$ cat src/rtl/mem_arb_pkg.sv
// mem_arb_pkg: shared widths and port-2 owner encoding for the memory port arbiter.
package mem_arb_pkg;
    localparam int DEF_ADDR_W = 16;
    localparam int DEF_DATA_W = 16;
    localparam int BURST_W = 4;
    typedef enum logic {
        OWN_D = 1'b0,
        OWN_M = 1'b1
    } owner_e;
endpackage

$ cat src/rtl/rr_burst_arb2.sv
// rr_burst_arb2: two-requester round-robin arbiter with bounded locked bursts for M; gnt[0]=D, gnt[1]=M.
module rr_burst_arb2
    import mem_arb_pkg::*;
#(
    parameter int MAX_BURST = 4
) (
    input  logic       clk,
    input  logic       reset,
    input  logic       d_req,
    input  logic       m_req,
    input  logic       m_lock,
    output logic [1:0] gnt
);
    localparam logic [BURST_W-1:0] MAX_B = BURST_W'(MAX_BURST);
    owner_e ptr_q, ptr_d, own;
    logic [BURST_W-1:0] cnt_q, cnt_d;
    logic req_d, req_m, hit, keep_m;
    always_comb begin
        req_d = d_req & ~reset;
        req_m = m_req & ~reset;
        own = (req_d && req_m) ? ptr_q : (req_m ? OWN_M : OWN_D);
        gnt = {req_m & (own == OWN_M), req_d & (own == OWN_D)};
        // the locked grant that fills the burst hands the next cycle to a waiting D
        hit = cnt_q >= MAX_B - BURST_W'(1);
        keep_m = gnt[1] && m_lock && !(hit && req_d);
        ptr_d = gnt[0] ? OWN_M : (gnt[1] ? (keep_m ? OWN_M : OWN_D) : ptr_q);
        cnt_d = keep_m ? (hit ? MAX_B : cnt_q + BURST_W'(1)) : ((|gnt) ? '0 : cnt_q);
    end
    always_ff @(posedge clk) begin
        if (reset) begin
            ptr_q <= OWN_D;
            cnt_q <= '0;
        end else begin
            ptr_q <= ptr_d;
            cnt_q <= cnt_d;
        end
    end
endmodule

$ cat src/rtl/mem_port_arbiter.sv
// mem_port_arbiter: sequences CPU fetch (port 1) and shared CPU-data/DMA (port 2) accesses to a two-port memory.
module mem_port_arbiter
    import mem_arb_pkg::*;
#(
    parameter int ADDR_W = DEF_ADDR_W,
    parameter int DATA_W = DEF_DATA_W,
    parameter int MAX_BURST = 4
) (
    input  logic              clk,
    input  logic              reset,
    input  logic              if_req,
    input  logic [ADDR_W-1:0] if_addr,
    output logic              if_gnt,
    output logic              if_rvalid,
    output logic [DATA_W-1:0] if_rdata,
    input  logic              d_req,
    input  logic              d_we,
    input  logic [ADDR_W-1:0] d_addr,
    input  logic [DATA_W-1:0] d_wdata,
    output logic              d_gnt,
    output logic              d_rvalid,
    output logic [DATA_W-1:0] d_rdata,
    input  logic              m_req,
    input  logic              m_we,
    input  logic              m_lock,
    input  logic [ADDR_W-1:0] m_addr,
    input  logic [DATA_W-1:0] m_wdata,
    output logic              m_gnt,
    output logic              m_rvalid,
    output logic [DATA_W-1:0] m_rdata,
    output logic [ADDR_W-1:0] mem_A1,
    output logic [DATA_W-1:0] mem_W1,
    output logic              mem_Write1,
    output logic              mem_Read1,
    input  logic [DATA_W-1:0] mem_R1,
    output logic [ADDR_W-1:0] mem_A2,
    output logic [DATA_W-1:0] mem_W2,
    output logic              mem_Write2,
    output logic              mem_Read2,
    input  logic [DATA_W-1:0] mem_R2
);
    logic [1:0] gnt;
    logic if_rvalid_q, if_rvalid_d, d_rvalid_q, d_rvalid_d, m_rvalid_q, m_rvalid_d;
    rr_burst_arb2 #(.MAX_BURST(MAX_BURST)) u_arb (
        .clk   (clk),
        .reset (reset),
        .d_req (d_req),
        .m_req (m_req),
        .m_lock(m_lock),
        .gnt   (gnt)
    );
    always_comb begin
        if_gnt = if_req & ~reset;
        d_gnt = gnt[0];
        m_gnt = gnt[1];
        mem_A1 = if_addr;
        mem_W1 = '0;
        mem_Write1 = 1'b0;
        mem_Read1 = if_gnt;
        mem_A2 = m_gnt ? m_addr : d_addr;
        mem_W2 = m_gnt ? m_wdata : d_wdata;
        mem_Write2 = (d_gnt & d_we) | (m_gnt & m_we);
        mem_Read2 = (d_gnt & ~d_we) | (m_gnt & ~m_we);
        if_rvalid_d = if_gnt;
        d_rvalid_d = d_gnt & ~d_we;
        m_rvalid_d = m_gnt & ~m_we;
        if_rvalid = if_rvalid_q;
        d_rvalid = d_rvalid_q;
        m_rvalid = m_rvalid_q;
        if_rdata = mem_R1;
        d_rdata = mem_R2;
        m_rdata = mem_R2;
    end
    always_ff @(posedge clk) begin
        if (reset) begin
            if_rvalid_q <= 1'b0;
            d_rvalid_q <= 1'b0;
            m_rvalid_q <= 1'b0;
        end else begin
            if_rvalid_q <= if_rvalid_d;
            d_rvalid_q <= d_rvalid_d;
            m_rvalid_q <= m_rvalid_d;
        end
    end
endmodule

$ cat config.mk
export PLATFORM = sky130hd
export DESIGN_NAME = mem_port_arbiter
export DESIGN_NICKNAME = d
export VERILOG_FILES = /design/src/rtl/mem_arb_pkg.sv /design/src/rtl/rr_burst_arb2.sv /design/src/rtl/mem_port_arbiter.sv
export SDC_FILE = /design/constraint.sdc
export NUM_CORES = 1
export LEC_CHECK = 0
export ABC_AREA = 1
export BUFFER_PORTS_ARGS = -buffer_cell sky130_fd_sc_hd__buf_2
export CAP_MARGIN = 10
export CORE_AREA = 3 3 92 94
export DETAILED_ROUTE_END_ITERATION = 7
export DIE_AREA = 0 0 95 97
export GPL_ROUTABILITY_DRIVEN = 0
export GPL_TIMING_DRIVEN = 0
export PLACE_DENSITY_LB_ADDON = 0.12
export SYNTH_ARGS = -nofsm -noshare
export SYNTH_HDL_FRONTEND = slang
export SYNTH_SLANG_ARGS = --single-unit
export TNS_END_PERCENT = 20
$ cat constraint.sdc
create_clock -name clk -period 2.05 [get_ports clk]
set_clock_uncertainty 0.05 [all_clocks]
set_input_delay 0.205 -clock clk [delete_from_list [all_inputs] [get_ports clk]]
set_output_delay 0.205 -clock clk [all_outputs]
set_load 0.02 [all_outputs]
; ---- Yosys cells after proc, flatten, opt, wreduce, memory -nomap -nowiden
; Index checks and enable logic that the tools add are counted.
; W data, S select, Z words.
[totals]
reg_bits = 8
[classes]
muxes = 10
order_cmp = 1
bitwise = 15
n_reduce_logical = 8
n_addsub = 1
[ops]
columns = op, n
row1 = $mux W16, 2
row2 = $mux W4, 3
row3 = $and A1 B1 Y1, 9
row4 = $mux W1, 5
row5 = $add A4 B1 Y4 const B, 1
row6 = $ge A4 B2 Y1 const B, 1
row7 = $logic_and A1 B1 Y1, 4
row8 = $not A1 Y1, 4
row9 = $reduce_bool A2 Y1, 2
row10 = $or A1 B1 Y1, 2
row11 = $reduce_or A2 Y1, 1
row12 = $logic_not A1 Y1, 1

; ---- Depth between registers and ports, before layout
[depth]
ltp_word = 10
depth_mapped = 8

; ---- By module
; From an unflattened synthesis, not the netlist that was laid out.
[unflattened]
cells_unflattened = 241
hier_area_um2 = 1437.6
[by_module_without_submodules]
columns = module, seq_area_each_um2, area_per_inst_um2, cells_each, instances
row1 = mem_port_arbiter, 60.1, 1192.4, 203, 1
row2 = rr_burst_arb2, 100.1, 245.2, 38, 1

; ---- Worst setup path before layout
; No wires, ideal clock.
[synth_path]
path_kind = input port to output port
from = input port reset
to = output port mem_Read2
n_path_buf = 2
t_arrival_ns = 1.011
setup_slack_ns = 0.784
path_stages = 5
path_cell_list = buf_6 nor2_4 nand2_4 buf_6 o22ai_1
[synth_via]
elab_chain_cells = 8
word_cells_on_any_way = 12
classes_between = mux: 2 / bitwise: 9 / reduce/logical: 1
[synth_rtl]
columns = item, line_no
row1 = "start, declared", mem_port_arbiter.sv:10  ; input logic reset,
row2 = $not A1 Y1 *, "rr_burst_arb2.sv:19, rr_burst_arb2.sv:20"
row3 = $and A1 B1 Y1 (on tied branches), "rr_burst_arb2.sv:20, rr_burst_arb2.sv:19"
row4 = $mux W1 or $logic_and A1 B1 Y1 (tied branches), rr_burst_arb2.sv:21  ; own = (req_d && req_m) ? ptr_q : (req_m ? OWN_M : OWN_D);
row5 = $mux W1, rr_burst_arb2.sv:21
row6 = $not A1 Y1, rr_burst_arb2.sv:22  ; gnt = {req_m & (own == OWN_M), req_d & (own == OWN_D)};
row7 = $and A1 B1 Y1, rr_burst_arb2.sv:22
row8 = $and A1 B1 Y1, mem_port_arbiter.sv:63  ; mem_Read2 = (d_gnt & ~d_we) | (m_gnt & ~m_we);
row9 = $or A1 B1 Y1 *, mem_port_arbiter.sv:63
row10 = "end, declared", mem_port_arbiter.sv:39  ; output logic mem_Read2,
; Every way passes the cells marked *; elsewhere a longest branch is shown, timed or not.

; ---- Worst setup path in the final report
[layout_path]
from = register u_arb.ptr_q
to = output port mem_W2[5]
[layout_via]
elab_chain_cells = 3
[layout_rtl]
columns = item, line_no
row1 = "start, declared", rr_burst_arb2.sv:15  ; owner_e ptr_q, ptr_d, own;
row2 = "start signal, assigned", rr_burst_arb2.sv:34  ; ptr_q <= ptr_d;
row3 = $mux W1, rr_burst_arb2.sv:21
row4 = $and A1 B1 Y1, rr_burst_arb2.sv:22
row5 = $mux W16, mem_port_arbiter.sv:61  ; mem_W2 = m_gnt ? m_wdata : d_wdata;
row6 = "end, declared", mem_port_arbiter.sv:37  ; output logic [DATA_W-1:0] mem_W2,
; No other way between the ends.

==> qor.csv <==
stage,metric,value,unit
outcome,outcome,"complete, no violations",
layout,most frequent cells in the layout,"buf_2 (176), nand2_1 (103), buf_4 (85)",
clock_tree,cts-stage hold buffer count,0,
floorplan,Rows,32,
clock_tree,worst skew pair latency,0.23,ns
floorplan,starting density of the core,0.184,
logic_synthesis,Synthesis Warnings,0,
logic_synthesis,Post-Synth Adder-Cell Area,0.00878,
timing,achievable clock frequency,605,MHz
power,Logic pwr share,0.637,
clock_tree,clock buffer depth,2,
layout,Layout area overhead,77.5,%
run,Max-Cap Viols,0,
route,via count,1891,
timing,Min Hold Slack,0.111,ns
power,PnR Total Power,0.971,mW
logic_synthesis,largest family of logic cells by synthesized area,buffers and inverters,
floorplan,die area,9220,um^2
clock_tree,"Reg clk slew, reported paths",0.04,ns
logic_synthesis,number of flops mapped to enable cells by yosys,0,
logic_synthesis,ys async rst share,0,
place,DP HPWL,5000,um
floorplan,Die W,95,um
grt,pin count of the biggest net entering global routing,11,
worst_setup_path,WP data required,1.79,ns
grt,first-pass GRT wire length,7910,um
route,drt pass-1 iters,4,
layout,diode count,0,
grt,total global-route track usage,0.106,
floorplan,Placeable Area,7730,um^2
clock_tree,TritonCTS Buffers,3,
timing,Final Hold Violating Endpoints,0,
clock_tree,setup repair bufs after CTS,0,
worst_setup_path,crit end category,output port,
layout,fin util,0.327,
timing,TNS Setup,0,ns
clock_tree,CTS tree,done,
worst_setup_path,crit path kind,flip-flop to output port,
logic_synthesis,Synth Area in Compound Gates,0.0307,
power,Worst VDD drop,0.000216,V
timing,final setup fails,0,
place,Port-buffer cells,175,
grt,total gr overflow,0,
route,met3 wire len,570,um
floorplan,Die Y,97,um
logic_synthesis,simple-gate area share of the yosys netlist,0.331,
power,internal power,0.562,mW
logic_synthesis,Synth top area share,0.448,
route,DR WL/cell,10.3,um
route,DR top layer,met4,
power,PwrDens,384,nW/um^2
timing,max-slew violations,0,
timing,minimum clock period,1.65,ns
layout,NumNets Final,555,
clock_tree,H-tree depth,1,
floorplan,IO Pins,242,
power,NetSw,0.409,mW
route,Detailed Route WL,5520,um
timing,RSZ-0062 raised after global routing,false,
power,Clk network pwr share,0.195,
logic_synthesis,mux share of post-synthesis cell area,0,
grt,initial antenna violation count,0,
worst_setup_path,Critical Path AT,1.40,ns
place,placed insts,531,
worst_hold_path,Hold Path Class,primary input to flip-flop,
logic_synthesis,sequential area share after synthesis,0.112,
clock_tree,Clock Sinks,8,
route,M1 WL,1930,um
route,DR DRC count,0,
clock_tree,cts repair resizes,0,
layout,"commonest non-fill, non-tap cell in the layout",buf_2,
route,Via density,3.54,
power,Sw Ratio,0.421,
grt,vias in the first global route,1683,
layout,Post-Layout Cell Count,534,
power,leakage,1.69,nW
route,number of DRC markers in iteration 0,21,
logic_synthesis,Cells after Synth,238,
logic_synthesis,library cells used by synthesis,18,
logic_synthesis,area of the mapped netlist,1430,um^2
logic_synthesis,ys flop type,dfxtp_1,
route,wire length on met2,2950,um
logic_synthesis,Avg Synthesized Cell Area,5.99,um^2
logic_synthesis,Yosys top cell by area,buf_4,
route,Post-DRT Antenna Nets,0,
logic_synthesis,Yosys reg bits,8,
worst_setup_path,Critical Path Source Type,flip-flop,
logic_synthesis,"top cells by area, synth","buf_4 (45%), nand2_1 (27%), dfxtp_1 (11%)",
layout,FILL cells,884,
worst_setup_path,worst-path fanout max,10,
layout,layout cells sized above 1,0.630,
power,sequential fraction of design power,0.169,
clock_tree,Root Buffer,clkbuf_8,
logic_synthesis,Synth Area in XOR/XNOR,0,
timing,Final Cycle Share,0.806,
-- worst paths after layout --
| kind | start | endpoint | slack, ns | depth (start not counted) |
|---|---|---|---|---|
| worst min register to register | u_arb.cnt_q[3]$_SDFFE_PP0P_ | u_arb.cnt_q[3]$_SDFFE_PP0P_ | 0.39 | 2 |
| worst max-delay path | u_arb.ptr_q$_SDFFE_PP0P_ | mem_W2[5] | 0.40 | 8 |
| worst min-delay path | m_we | m_rvalid$_SDFF_PP0_ | 0.11 | 2 |
| worst max register to register | u_arb.cnt_q[0]$_SDFFE_PP0P_ | u_arb.ptr_q$_SDFFE_PP0P_ | 0.98 | 6 |
-- kinds of logic (layout without fill, tap and decap cells) --
group	count (synthesis)	after routing
other cells	1	17
flops	8	8
fa+ha+maj	1	1
buf+inv	102	280
compound gates	8	8
simple gates	118	118
-- Yosys cell counts, types with 2 or more instances --
library cell	count
buf_6	4
nor2_4	2
nor2_1	7
buf_4	85
a21oi_1	4
nand2_1	103
o21ai_0	2
nand3_1	4
inv_1	11
dfxtp_1	8
-- per-layer routing --
metal	vias to the layer above	GRT usage
met4	0	0.0255
met1	770	0.114
met3	6	0.0156
li1	999	-
met2	116	0.209
met5	-	0
-- critical path, stage by stage (launching register included) --
cell and delay (ns):
dfxtp_1 0.33, inv_1 0.04, nand2_1 0.09, nand2_4 0.08, inv_2 0.13, buf_4 0.19
nand2_1 0.07, nand2_1 0.06, buf_2 0.16
-- final cells by class --
type                            instances  area [um^2]  share of cell area
Timing Repair Buffer                  175          876               0.346
Buffer                                 90          688               0.272
Multi-Input combinational cell        144          592               0.234
Sequential cell                         8          160              0.0633
Tap cell                              102          128              0.0504
Inverter                               12         45.0              0.0178
Clock buffer                            3         41.3              0.0163
-- flip-flops by register name, summed over array words and instances, names as in the netlist --
signal,cells
u_arb.cnt_q,4
d_rvalid,1
m_rvalid,1
if_rvalid,1
u_arb.ptr_q,1
-- power by group through the flow --
| stage | sequential, mW | combinational [mW] | clock, mW |
|---|---|---|---|
| global placement | 0.166 | 0.622 | 0 |
| finish | 0.164 | 0.618 | 0.189 |
| floorplan | 0.169 | 0.413 | 0 |
| CTS | 0.164 | 0.626 | 0.197 |
| detailed placement | 0.166 | 0.624 | 0 |
| global route | 0.164 | 0.672 | 0.202 |
-- per-stage QoR --
stage | instance area (um^2) | setup slack, ns
final | 2530 | 0.398
after global routing | 2530 | 0.239
after CTS | 2530 | 0.333
after detailed placement | 2490 | 0.595
after global placement | 2490 | 0.606
after floorplan | 1490 | 0.784
Power figures use the tool's default switching activity.
